### config.mk
export PLATFORM = sky130hd
export DESIGN_NAME = scan_sram_ctrl
export DESIGN_NICKNAME = d
export VERILOG_FILES = /design/src/rtl/scan_sram_pkg.sv /design/src/rtl/scan_shift_reg.sv /design/src/rtl/scan_sram_ctrl.sv
export SDC_FILE = /design/constraint.sdc
export NUM_CORES = 1
export LEC_CHECK = 0
export BUFFER_PORTS_ARGS = -buffer_cell sky130_fd_sc_hd__clkbuf_2
export CORE_UTILIZATION = 25
export DETAILED_ROUTE_END_ITERATION = 16
export PLACE_DENSITY = 0.57
export SLEW_MARGIN = 20
export SYNTH_ARGS = -nofsm -noshare
export SYNTH_HDL_FRONTEND = slang
export SYNTH_SLANG_ARGS = --single-unit
### constraint.sdc
create_clock -name clk -period 1.24 [get_ports clk]
set_input_delay 0.248 -clock clk [delete_from_list [all_inputs] [get_ports clk]]
set_output_delay 0.248 -clock clk [all_outputs]
set_load 0.1 [all_outputs]
### src/rtl/scan_sram_pkg.sv
// scan_sram_pkg: shared FSM encoding and packet field offsets for the scan SRAM controller
package scan_sram_pkg;
   typedef enum logic [1:0] {IDLE, ISSUE, WAIT, CAPTURE} state_t;
   localparam int CSB_BIT = 0;
   localparam int WEB_BIT = 1;
   localparam int WMASK_LSB = 2;
   function automatic int din_lsb(input int wmask_w);
      return WMASK_LSB + wmask_w;
   endfunction
   function automatic int addr_lsb(input int data_w, input int wmask_w);
      return din_lsb(wmask_w) + data_w;
   endfunction
   function automatic int id_lsb(input int addr_w, input int data_w, input int wmask_w);
      return addr_lsb(data_w, wmask_w) + addr_w;
   endfunction
endpackage

### src/rtl/scan_shift_reg.sv
// scan_shift_reg: serial packet register with MSB-first shift and parallel din-field load
module scan_shift_reg #(
   parameter int PKT_W = 58,
   parameter int DATA_W = 32,
   parameter int DIN_LSB = 6
) (
   input  logic             clk,
   input  logic             resetn,
   input  logic             shift,
   input  logic             scan_in,
   input  logic             load,
   input  logic [DATA_W-1:0] din,
   output logic [PKT_W-1:0] pkt
);
   localparam logic [PKT_W-1:0] RST_VAL = {{(PKT_W-2){1'b0}}, 2'b11};
   // reset to an idle no-op packet; capture beats shift; otherwise hold (frozen)
   always_ff @(posedge clk)
      if (!resetn) pkt <= RST_VAL;
      else if (load) pkt[DIN_LSB +: DATA_W] <= din;
      else if (shift) pkt <= {pkt[PKT_W-2:0], scan_in};
endmodule

### src/rtl/scan_sram_ctrl.sv
// scan_sram_ctrl: scan-loaded packet drives one SRAM access per load edge, read data captured back
module scan_sram_ctrl
   import scan_sram_pkg::*;
#(
   parameter int ADDR_W = 16,
   parameter int DATA_W = 32,
   parameter int WMASK_W = 4,
   parameter int ID_W = 4
) (
   input  logic               clk,
   input  logic               resetn,
   input  logic               scan_en,
   input  logic               scan_in,
   output logic               scan_out,
   input  logic               sram_load,
   input  logic               global_csb,
   output logic [ID_W-1:0]    sram_sel,
   output logic               sram_csb,
   output logic               sram_web,
   output logic [WMASK_W-1:0] sram_wmask,
   output logic [ADDR_W-1:0]  sram_addr,
   output logic [DATA_W-1:0]  sram_din,
   input  logic [DATA_W-1:0]  sram_dout,
   output logic               busy
);
   localparam int PKT_W = ID_W + ADDR_W + DATA_W + WMASK_W + 2;
   localparam int DIN_LSB = din_lsb(WMASK_W);
   localparam int ADDR_LSB = addr_lsb(DATA_W, WMASK_W);
   localparam int ID_LSB = id_lsb(ADDR_W, DATA_W, WMASK_W);
   state_t state, state_nxt;
   logic load_q, rd_q, load_edge, eff_csb, shift;
   logic [PKT_W-1:0] pkt;
   assign load_edge = sram_load & ~load_q;
   assign eff_csb = pkt[CSB_BIT] | global_csb;
   assign shift = (state == IDLE) & scan_en & ~load_edge;
   assign busy = state != IDLE;
   assign scan_out = pkt[PKT_W-1];
   assign sram_sel = pkt[ID_LSB +: ID_W];
   assign sram_addr = pkt[ADDR_LSB +: ADDR_W];
   assign sram_din = pkt[DIN_LSB +: DATA_W];
   assign sram_wmask = pkt[WMASK_LSB +: WMASK_W];
   assign sram_web = pkt[WEB_BIT];
   scan_shift_reg #(.PKT_W(PKT_W), .DATA_W(DATA_W), .DIN_LSB(DIN_LSB)) u_pkt (
      .clk(clk), .resetn(resetn), .shift(shift), .scan_in(scan_in),
      .load(state == CAPTURE), .din(sram_dout), .pkt(pkt)
   );
   // state register, load history, and latch whether the issued op was an effective read
   always_ff @(posedge clk)
      if (!resetn) begin
         state <= IDLE;
         load_q <= 1'b0;
         rd_q <= 1'b0;
      end else begin
         state <= state_nxt;
         load_q <= sram_load;
         if (state == ISSUE) rd_q <= ~eff_csb & pkt[WEB_BIT];
      end
   // next state; chip select only ever asserted in ISSUE
   always_comb begin
      state_nxt = state;
      sram_csb = 1'b1;
      case (state)
         IDLE:    state_nxt = load_edge ? ISSUE : IDLE;
         ISSUE: begin
            sram_csb = eff_csb;
            state_nxt = WAIT;
         end
         WAIT:    state_nxt = rd_q ? CAPTURE : IDLE;
         default: state_nxt = IDLE;
      endcase
   end
endmodule

==> results.cfg, run 1 <==
[layout]
final_common_cell = buf_12
antennaDiodeCount = 0
final_util_pct = 43.5
n_fill_cell = 1122
mostFrequentLayoutCells = buf_12 (69), dfxtp_1 (51), o21ai_2 (43)
syn_to_final_growth_pct = 68.2
drive_gt1_share_pct = 51.7
layout.nets = 466

[placed_design]
gp_congestion = 0.763
dp_hpwl_um = 5630
pre_cts_ws_ps = -181
port_buffers = 97

[synthesis]
syn_area_sq_mm = 0.00315
yosysTopAreaCell = dfxtp_1
netlist_instances = 380
yosys_register_bits = 62
synth.avg_cell_area_sq_um = 8.28
synth.top_cell.area_share_pct = 39.5
yosysWarnings = 0
synth.distinct_cells = 24
synthTopCellsByArea = dfxtp_1 (39%), buf_4 (15%), o21ai_0 (13%)
syn_nets = 418
yosysSeqAreaShare_pct = 39.5

[timing]
hold_viol_final = 0
fin_crit_ps = 1550
timing.slew.headroom_pct = 79.9
fmaxAchievable_ghz = 0.647
clock-skew-final_ps = 6.78
slew_violations = 0
rsz0062_at_grt = true
setup_slack_ps = -306
post-route-period-util_pct = 125
tightestPinTransition_ps = 301
setup_viol = 61

[cts]
path_clk_slew_ps = 60
h-tree-depth = 3
numClockSinks = 62
root_buffer = clkbuf_16
numCtsBuffers = 9
clock_latency_ps = 320
cts_tree = built
holdBufCountCts = 0
clock_path_buffers = 2

[power_and_ir_drop]
powerDensity_mw_per_mm2 = 1060
power_frac_seq_pct = 36.8
p_int_w = 0.00410
switching_share_pct = 26.6
static-leakage-power_nw = 1.98
p_clk_share_pct = 45.5
pwr-share-comb_pct = 17.6
ir_worst_vdd_uv = 651
power_switching_w = 0.00148

[floorplanning]
coreArea_sq_mm = 0.0122
io_pins = 98
die_w_um = 114
die_height_um = 114
initial_core_util_pct = 25.9
fp-row-count = 40
die-area_sq_mm = 0.0130

[detailed_routing]
num_vias = 2942
drc = 0
post_drt_wl_per_cell_um = 15.4
first_iter_violations = 207
routed_via_density = 4.90
drtPass1Iterations = 5
final_antenna_net_count = 0
postRouteWirelength_um = 9240

[critical_path]
r2r-start = state[1]
reg2reg_setup_slack_ps = -300
cp_max_fo = 3
worstPathRequired_ps = 990
crit_path_start_kind = flop
end_kind = output port
crit_path_start = state[1]
crit_type = reg -> out
arrival_ps = 1300

[grt]
grtUsageTotal_pct = 14.2
grt_pass1_vias = 2802
grt_pass1_wl_um = 14600
antenna_found_initial = 0
grt_max_degree = 53
gr-total-overflow = 0

[run_status]
status = finished with violations
violations = negative setup slack

[run]
cap_violations = 0

[hold_path]
hold_start = scan_in
hold_class = in -> reg
[state kept, by name, indices dropped and copies added, names as in the netlist]
| name | cells |
|---|---|
| u_pkt.pkt | 58 |
| state | 2 |
| load_q | 1 |
| rd_q | 1 |
[per-layer routing]
layer  track usage, %  share of wire [%]  vias to the layer above
met1             18.2                 45                     1414
met2             23.5                 50                       88
met3             4.18                4.5                       10
li1                 -                  -                     1430
met4             3.12                1.0                        0
met5                0                  0                        -
[Yosys cell counts]
| master | n |
|---|---|
| o21ai_0 | 80 |
| buf_4 | 62 |
| dfxtp_1 | 62 |
| nand3_1 | 54 |
| clkbuf_1 | 27 |
| a31oi_1 | 26 |
| a21boi_0 | 18 |
| and3_1 | 12 |
| a21boi_1 | 7 |
| o211a_1 | 6 |
| o31a_1 | 6 |
| buf_2 | 4 |
| nand2_1 | 3 |
| and2_1 | 2 |
| nand2b_1 | 2 |
| and2b_1 | 1 |
| and3b_1 | 1 |
| buf_1 | 1 |
| buf_6 | 1 |
| nor3b_1 | 1 |
| or2_2 | 1 |
| or3_1 | 1 |
| or3b_4 | 1 |
| or4b_2 | 1 |
[cells by family (layout without fill, tap and decap cells)]
logic type / Yosys count / after routing / share of synthesized area [%]
AOI/OAI and AO/OA: 143 / 143 / 27.4
and+or+nand+nor: 80 / 81 / 14.0
DFF: 62 / 62 / 39.5
buffers and inverters: 95 / 147 / 19.1
[path summary, 6_finish.rpt]
check | endpoint | cells past startpoint
hold reg to reg | rd_q | 2
hold / removal | u_pkt.pkt[0] | 3
setup reg to reg | u_pkt.pkt[32] | 4
setup / recovery | sram_csb | 3
[cell type report]
| cell class | count | area, sq um | area share, % |
|---|---|---|---|
| clock inverter | 3 | 42.5 | 0.804 |
| multi-input combinational | 224 | 1590 | 30.0 |
| clock buffer | 13 | 260 | 4.92 |
| tap | 168 | 210 | 3.97 |
| timing repair buffer | 131 | 1930 | 36.4 |
| sequential | 62 | 1260 | 23.9 |
[power groups by stage]
stage | clock [W] | sequential (W) | combinational [W]
3_3_place_gp | 0 | 0.00209 | 0.000695
4_1_cts | 0.00259 | 0.00205 | 0.000910
3_5_place_dp | 0 | 0.00209 | 0.000708
2_1_floorplan | 0 | 0.00210 | 0.000426
6_report | 0.00254 | 0.00206 | 0.000986
5_1_grt | 0.00271 | 0.00206 | 0.00104
[per-stage QoR]
stage               std cells  instance area, sq um  power (W)  TNS, ps  hold WS [ps]
global placement          569                  4400    0.00279    -6030           456
global route              601                  5290    0.00581   -17420           183
CTS                       597                  5050    0.00556   -14070           164
floorplan                 380                  3160    0.00252    -3250           370
detailed placement        569                  4400    0.00280    -8270           472
finish                    601                  5290    0.00559   -13750           173
[critical path: stages, from the launching register on]
cell	delay, ps
dfxtp_2	320
nand2b_4	140
or3_4	340
buf_12	180
[repair_timing]
item                       CTS  global route
setup endpoints to repair   61            62
pin swaps                    8            23
gates resized for setup    113            52
cloned                       7             3
setup buffers                5             1
Power figures use the tool's default switching activity.
==> run 2: changes to the inputs <==
- ABC_AREA: default -> 1
==> run 2 against run 1 <==
Against the previous run: the run still ends with negative setup slack left; count of clock-buffer cells in the layout is the same; critical path depth grew 1; largest power group is now combinational logic; via count grew 0.88%; sequential cell count is the same; clock power shrank 6%; critical endpoint is now busy; register-to-register slack gained 140 ps; non-clock buffer count grew 7; synthesized area grew 2.4%; combinational power grew to 2.8 times the previous value; cell count grew 23%.
==> results.cfg, run 2 <==
[grt]
met3_usage_pct = 5.23
gr-total-overflow = 0
grt_pass1_wl_um = 12100
antenna_found_initial = 0
grt_max_degree = 52
grt_pass1_vias = 2470
grtUsageMet2_pct = 18.0
grtUsageTotal_pct = 11.7
gr-usage-met1_pct = 14.7
top_usage_layer = met2

[layout]
largestRegisters = u_pkt.pkt: 58 flops, state: 2 flops
multi_input_area_sq_mm = 0.00144
top_register = u_pkt.pkt
antennaDiodeCount = 0
final_common_cell = nand2_1
largest_reg_flops = 58
final_util_pct = 44.0
drive_gt1_share_pct = 39.6
regArea_sq_mm = 0.00126
layout.nets = 601
syn_to_final_growth_pct = 71.7
mostFrequentLayoutCells = nand2_1 (143), buf_12 (69), inv_1 (61)
n_fill_cell = 1214
final_cells = 740

[power_and_ir_drop]
pwr-share-comb_pct = 36.3
powerDensity_mw_per_mm2 = 1360
p_int_w = 0.00472
switching_share_pct = 37.1
power_switching_w = 0.00278
power_frac_seq_pct = 31.7
p_clk_share_pct = 32.0
ir_worst_vdd_uv = 774
static-leakage-power_nw = 2.45

[synthesis]
netlist_top_cells_count = nand2_1 (147), nor2_1 (71), inv_1 (63)
netlist_instances = 492
synth.top_cell.area_share_pct = 38.5
synthAdderAreaFrac_pct = 0
synth.distinct_cells = 19
synth-edff-count = 0
synthMuxAreaShare_pct = 0
synth-simple-area-share_pct = 28.9
yosysTopAreaCell = dfxtp_1
synth_most_common_cell = nand2_1
async_reset_ff_share_pct = 0
yosysWarnings = 0
syn_area_sq_mm = 0.00322
synth_top_family_by_area = simple AND/OR/NAND/NOR gates
ys.flop_type = dfxtp_1
synth_compound_area_share_pct = 8.16
syn_nets = 530
yosys.area_share.xor_xnor_pct = 0
synthTopCellsByArea = dfxtp_1 (39%), nand2_1 (17%), buf_4 (14%)
yosys_register_bits = 62
yosysSeqAreaShare_pct = 38.5
synth.avg_cell_area_sq_um = 6.55

[timing]
hold_viol_final = 0
clock-skew-final_ps = 7.92
rsz0062_at_grt = true
fmaxAchievable_ghz = 0.703
post-route-period-util_pct = 115
timing.slew.headroom_pct = 73.3
tightestPinTransition_ps = 401
fin_crit_ps = 1420
setup_viol = 56
slew_violations = 0
setup_slack_ps = -182

[detailed_routing]
first_iter_violations = 146
final_antenna_net_count = 0
drc = 0
post_drt_wl_per_cell_um = 12.5
postRouteWirelength_um = 9240
drtPass1Iterations = 4
num_vias = 2968
routed_via_density = 4.01

[critical_path]
cpPeakStageDelay_ps = 360
worstPathRequired_ps = 990
critPathTopFamily = buffers and inverters
end_kind = output port
cp_max_fo = 3
arrival_ps = 1170
cp_slowest_cell = dfxtp_4
crit_path_start_kind = flop
critical_path.cell_chain = nor2_4 -> buf_6 -> clkinvlp_4 -> buf_12
crit_type = reg -> out
cp_num_buf_inv = 3

[cts]
clock_latency_ps = 330
numCtsBuffers = 9
clock_path_buffers = 2
numClockSinks = 62
h-tree-depth = 3
holdBufCountCts = 0
root_buffer = clkbuf_16
cts_tree = built
path_clk_slew_ps = 50

[floorplanning]
coreArea_sq_mm = 0.0126
io_pins = 98
fp-row-count = 41
initial_core_util_pct = 25.6
die_height_um = 116
die_w_um = 116
die-area_sq_mm = 0.0133

[run]
cap_violations = 0

[hold_path]
hold_class = in -> reg

[placed_design]
dp_hpwl_um = 5210
dpl.cell_count = 698
gp_congestion = 0.726
port_buffers = 97

[run_status]
violations = negative setup slack
status = finished with violations
==> run 2: logic make-up (layout without fill, tap and decap cells) <==
kind of cell | Yosys count | count (layout)
flip-flops | 62 | 62
buffers and inverters | 144 | 219
AO/OA/AOI/OAI | 52 | 52
AND/OR/NAND/NOR | 234 | 235
==> run 2: power by group through the flow <==
stage,Clock (W),Combinational (W),Sequential (W)
after floorplan,0,0.00174,0.00232
after global placement,0,0.00236,0.00240
after detailed placement,0,0.00237,0.00240
after CTS,0.00247,0.00239,0.00236
after global routing,0.00258,0.00287,0.00240
final,0.00240,0.00273,0.00238
==> run 2: routing by layer <==
layer / up-vias / wire (um) / part of all wire, %
li1: 1574 / - / -
met4: 0 / 85 / 0.92
met3: 8 / 543 / 5.9
met1: 1320 / 4170 / 45
met2: 66 / 4440 / 48
met5: - / 0 / 0
==> run 2: path summary, 6_finish.rpt <==
path | to | slack (ps) | from | depth (start not counted)
hold / removal | load_q | 140 | sram_load | 3
hold reg to reg | u_pkt.pkt[0] | 470 | u_pkt.pkt[0] | 2
setup reg to reg | u_pkt.pkt[9] | -160 | state[0] | 9
setup / recovery | busy | -180 | state[0] | 4
==> run 2: cell type report <==
cell class              count  area share, %
well taps                 172           3.89
inverters                  65           4.70
clock buffers              13           4.89
repair buffers            138           37.4
clock inverters             3          0.317
flip-flops and latches     62           22.8
multi-input cells         287           26.1
==> run 2: timing repair <==
action | CTS | global route
pin swaps | 2 | 17
endpoints found under the setup margin | 2 | 58
resized for setup | 8 | 108
buffers inserted | 4 | 2
gates cloned | 0 | 20
==> run 2: metrics by stage <==
step / TNS, ps / power [W] / area [sq um] / hold WS [ps] / worst slack, ps
3_3_place_gp: -122 / 0.00475 / 4480 / 444 / -42.6
2_1_floorplan: -81.0 / 0.00406 / 3240 / 341 / -41.2
6_report: -5120 / 0.00750 / 5530 / 141 / -182
5_1_grt: -8770 / 0.00785 / 5530 / 162 / -237
4_1_cts: -829 / 0.00722 / 4830 / 132 / -229
3_5_place_dp: -75.8 / 0.00476 / 4480 / 449 / -43.9
==> run 2: tightest hold or removal path, stage by stage <==
cell and delay [ps]:
clkbuf_2 100, nand2_1 50, inv_1 40
